## config.mk

```make
export PLATFORM = sky130hd
export DESIGN_NAME = tri_pipe_sequencer
export DESIGN_NICKNAME = d
export VERILOG_FILES = /design/src/rtl/tri_pipe_sequencer.sv
export SDC_FILE = /design/constraint.sdc
export NUM_CORES = 1
export LEC_CHECK = 0
export BUFFER_PORTS_ARGS = -buffer_cell sky130_fd_sc_hd__buf_2
export CORE_MARGIN = 4
export CORE_UTILIZATION = 40
export CTS_CLUSTER_SIZE = 16
export DETAILED_ROUTE_END_ITERATION = 10
export GPL_TIMING_DRIVEN = 0
export HOLD_SLACK_MARGIN = 0.1
export PLACE_DENSITY_LB_ADDON = 0.2
export SYNTH_ARGS = -nofsm -noshare
export SYNTH_HDL_FRONTEND = slang
export SYNTH_SLANG_ARGS = --single-unit
```

## constraint.sdc

```tcl
create_clock -name clk -period 4.44 [get_ports clk]
set_input_delay 0.222 -clock clk [delete_from_list [all_inputs] [get_ports clk]]
set_output_delay 0.222 -clock clk [all_outputs]
set_load 0.02 [all_outputs]
```

## src/rtl/tri_pipe_sequencer.sv

```systemverilog
// Sequences a draw of N triangles through fetch, cull decision and rasterisation, one triangle at a time.
// Optional TRI_SEQ_STATS_EN adds saturating culled/rastered counters; fetch_start, raster_start, done and busy are registered.
module tri_pipe_sequencer #(
    parameter int TRI_CNT_WIDTH = 16,
    parameter int ADDR_WIDTH    = 4
) (
    input  logic                     clk,
    input  logic                     resetn,
    input  logic                     en,
    input  logic                     start,
    input  logic [TRI_CNT_WIDTH-1:0] num_triangles,
    input  logic [ADDR_WIDTH-1:0]    vertex_size_in,
    output logic [ADDR_WIDTH-1:0]    vertex_size,
    output logic                     fetch_start,
    input  logic                     fetch_done,
    input  logic                     cull_valid,
    input  logic                     cull,
    output logic                     raster_start,
    input  logic                     raster_done,
    output logic                     busy,
    output logic                     done,
    output logic [TRI_CNT_WIDTH-1:0] tri_index
`ifdef TRI_SEQ_STATS_EN
    ,
    output logic [TRI_CNT_WIDTH-1:0] stat_culled,
    output logic [TRI_CNT_WIDTH-1:0] stat_rastered
`endif
);

    typedef enum logic [2:0] {
        IDLE, ISSUE, WAIT_FETCH, WAIT_CULL, RASTER, WAIT_RASTER, NEXT, DONE
    } state_t;

    state_t                   state;
    logic [TRI_CNT_WIDTH-1:0] remaining;

    // Pulse outputs are assigned together with the transition into their state,
    // so they line up exactly with the state register.
    always_ff @(posedge clk or negedge resetn) begin
        if (!resetn) begin
            state        <= IDLE;
            remaining    <= '0;
            tri_index    <= '0;
            vertex_size  <= '0;
            fetch_start  <= 1'b0;
            raster_start <= 1'b0;
            busy         <= 1'b0;
            done         <= 1'b0;
        end else if (en) begin
            fetch_start  <= 1'b0;
            raster_start <= 1'b0;
            done         <= 1'b0;
            case (state)
                IDLE: begin
                    if (start) begin
                        remaining   <= num_triangles;
                        vertex_size <= vertex_size_in;
                        tri_index   <= '0;
                        busy        <= 1'b1;
                        if (num_triangles == '0) begin
                            state <= DONE;
                            done  <= 1'b1;
                        end else begin
                            state       <= ISSUE;
                            fetch_start <= 1'b1;
                        end
                    end
                end
                ISSUE:      state <= WAIT_FETCH;
                WAIT_FETCH: if (fetch_done) state <= WAIT_CULL;
                WAIT_CULL: begin
                    if (cull_valid) begin
                        if (cull) begin
                            state <= NEXT;
                        end else begin
                            state        <= RASTER;
                            raster_start <= 1'b1;
                        end
                    end
                end
                RASTER:      state <= WAIT_RASTER;
                WAIT_RASTER: if (raster_done) state <= NEXT;
                NEXT: begin
                    if (remaining == TRI_CNT_WIDTH'(1)) begin
                        state <= DONE;
                        done  <= 1'b1;
                    end else begin
                        remaining   <= remaining - TRI_CNT_WIDTH'(1);
                        tri_index   <= tri_index + TRI_CNT_WIDTH'(1);
                        state       <= ISSUE;
                        fetch_start <= 1'b1;
                    end
                end
                DONE: begin
                    state <= IDLE;
                    busy  <= 1'b0;
                end
                default: state <= IDLE;
            endcase
        end
    end

`ifdef TRI_SEQ_STATS_EN
    always_ff @(posedge clk or negedge resetn) begin
        if (!resetn) begin
            stat_culled   <= '0;
            stat_rastered <= '0;
        end else if (en) begin
            if (state == IDLE && start) begin
                stat_culled   <= '0;
                stat_rastered <= '0;
            end else begin
                if (state == WAIT_CULL && cull_valid && cull && stat_culled != '1)
                    stat_culled <= stat_culled + TRI_CNT_WIDTH'(1);
                if (state == WAIT_RASTER && raster_done && stat_rastered != '1)
                    stat_rastered <= stat_rastered + TRI_CNT_WIDTH'(1);
            end
        end
    end
`endif

endmodule

```

==> qor.csv <==
metric;value;unit
worstPathArrival;2750;ps
synth_area;0.00269;mm²
worst_r2r_path_depth;7;
cp.required;4650;ps
drtPass1Iterations;5;
cts.path.max_buffers;2;
wire_per_inst;16.9;µm
seq_area_frac_synth;0.400;
n_antenna_cell;0;
die_w;90.0;µm
postRouteAntennaNets;0;
ys_async_sr_fraction;1.00;
yosysWarnings;0;
hold_viol;0;
ys.flop_type;dfrtp_1;
areaGrowthSynthToFinish;17.7;%
dp_cells;433;
synth_edf_count;0;
reg2reg_slack;1890;ps
clock-sinks;43;
grt_max_degree;44;
r2r-end;remaining[6]$_DFFE_PN0P_;
start_kind;register;
post_cts_resized;0;
finalSetupTns;0;ps
p_leak;1.43;nW
grt_pass1_wl;12500;µm
cp-startpoint;remaining[1]$_DFFE_PN0P_;
clock_latency;310;ps
critPathCapture;remaining[6]$_DFFE_PN0P_;
maxCapViolCount;0;
drt_wl_total;7490;µm
r2r-start;remaining[1]$_DFFE_PN0P_;
worstMarginPinSlew;1020;ps
tritoncts;yes;
end_kind;register;
std_cell_rows;29;
vias_per_cell;6.06;
setup_viol;0;
fin_skew;13.7;ps
ys_ff_latch;43;
hold_ws;75.4;ps
grt_pass1_vias;2546;
first_iter_violations;220;
final_net_count;397;
path_clk_slew;100;ps
num_io_pins;52;
grt_setup_unrepaired;no;
final_max_slew_viol_count;0;
initial_core_util;0.418;
hpwl;5340;µm
min_path_type;in -> async;
critical_path_class;reg -> reg;
outcome;finished, final reports clean;
drive_gt1_frac;0.204;
vias;2691;
port_buffers;51;
fmax;393;MHz
gp_congestion;0.904;
synth_fp_nets;336;
slew_headroom;0.323;
antenna_found_initial;0;
cts_inserted_buffers;5;
grt_overflow;0;
fin_cells;444;
ys_types;54;
p_per_area;491;mW/mm²
crit_path_max_fanout;10;
finalCritPeriodShare;0.574;
h-tree-depth;2;
die_y;90.0;µm
layout_common_cells;53 x buf_2, 52 x nand2_1, 43 x dfrtp_1;
ir_drop;0.242;mV
core-area;0.00642;mm²
final_common_cell;buf_2;
remaining_drc_errors;0;
min_period;2550;ps
grt_usage;0.184;
die-area;0.00809;mm²
cts.root.buffer_cell;clkbuf_8;
avgSynthCellArea;8.81;µm²
syn_inst;305;
post_cts_buffers;0;
-- state kept, by name, summed over array words and instances, names as in the netlist --
name / cells
vertex_size: 4
tri_index: 16
state: 3
busy: 1
raster_start: 1
fetch_start: 1
remaining: 16
done: 1
-- power breakdown --
group | switching, mW | leakage, nW | internal, mW
sequential | 0.136 | 0.536 | 0.512
combinational | 0.380 | 0.847 | 0.260
clock | 0.152 | 0.0443 | 0.113
total | 0.668 | 1.43 | 0.885
-- layout make-up --
cell class / count / area (µm²)
fill: 616 / 3260
clock inverter: 3 / 25.0
inverter: 8 / 30.0
clock buffer: 5 / 68.8
buffer: 19 / 96.3
timing repair buffer: 54 / 285
tap: 77 / 96.3
sequential: 43 / 1080
multi-input combinational: 235 / 1490
-- worst max-delay path: stages (launching register included) --
cell and delay [ps]:
dfrtp_1 410, inv_1 90, ha_1 140, or4b_2 640, nor4_4 420, nor2_1 280, buf_2 280, o221ai_1 200
-- synthesized netlist by cell type (3+ instances only) --
cell	instances	area, µm²
o21ai_0	11	55.1
mux2i_1	7	70.1
nand2_1	52	195
o221ai_1	14	123
clkbuf_1	13	48.8
and3_1	3	18.8
nor4_1	12	75.1
nor3b_1	3	22.5
nand3_1	18	90.1
and4_1	3	26.3
or3_1	9	56.3
nor2_1	9	33.8
nand2b_1	7	43.8
nand3b_1	5	37.5
ha_1	3	37.5
inv_1	8	30.0
or4_4	3	33.8
dfrtp_1	43	1080
a21oi_1	13	65.1
nor3_1	6	30.0
o31a_1	4	35.0
o311ai_0	3	26.3
nand4_1	10	62.6
-- metal layers --
layer | global-route usage | vias to the layer above | wire length (µm)
met5 | 0 | - | 0
met2 | 0.304 | 102 | 3470
met1 | 0.250 | 1295 | 3430
met3 | 0.0351 | 6 | 519
met4 | 0.0446 | 0 | 67
li1 | - | 1288 | -
-- worst min path at each step --
stage / startpoint / end
CTS: vertex_size_in[3] / vertex_size[3]$_DFFE_PN0P_
global placement: vertex_size_in[2] / vertex_size[2]$_DFFE_PN0P_
floorplan: resetn / busy$_DFFE_PN0P_
detailed placement: vertex_size_in[1] / vertex_size[1]$_DFFE_PN0P_
global route: vertex_size_in[3] / vertex_size[3]$_DFFE_PN0P_
finish: resetn / vertex_size[0]$_DFFE_PN0P_
-- what timing repair did --
item	4_1_cts	5_1_grt
hold buffers	3	0
setup endpoints to repair	0	0
endpoints found under the hold margin	3	0
-- kinds of logic after synthesis --
group	Yosys count	synth area share
muxes	9	0.0345
buffers and inverters	27	0.0470
adders and majority gates	3	0.0140
DFF	43	0.400
and+or+nand+nor	153	0.311
AOI/OAI and AO/OA	69	0.189
xor gates and xnor gates	1	0.00326
-- stage by stage --
step | setup slack (ps) | cell area, µm² | util | total power [mW]
6_report | 1890 | 3160 | 0.493 | 1.55
5_1_grt | 1720 | 3160 | 0.493 | 1.68
3_5_place_dp | 1920 | 3040 | 0.473 | 1.29
4_1_cts | 1900 | 3160 | 0.493 | 1.55
3_3_place_gp | 1960 | 3040 | 0.473 | 1.27
2_1_floorplan | 2160 | 2690 | - | 1.09
Power figures use the tool's default switching activity.
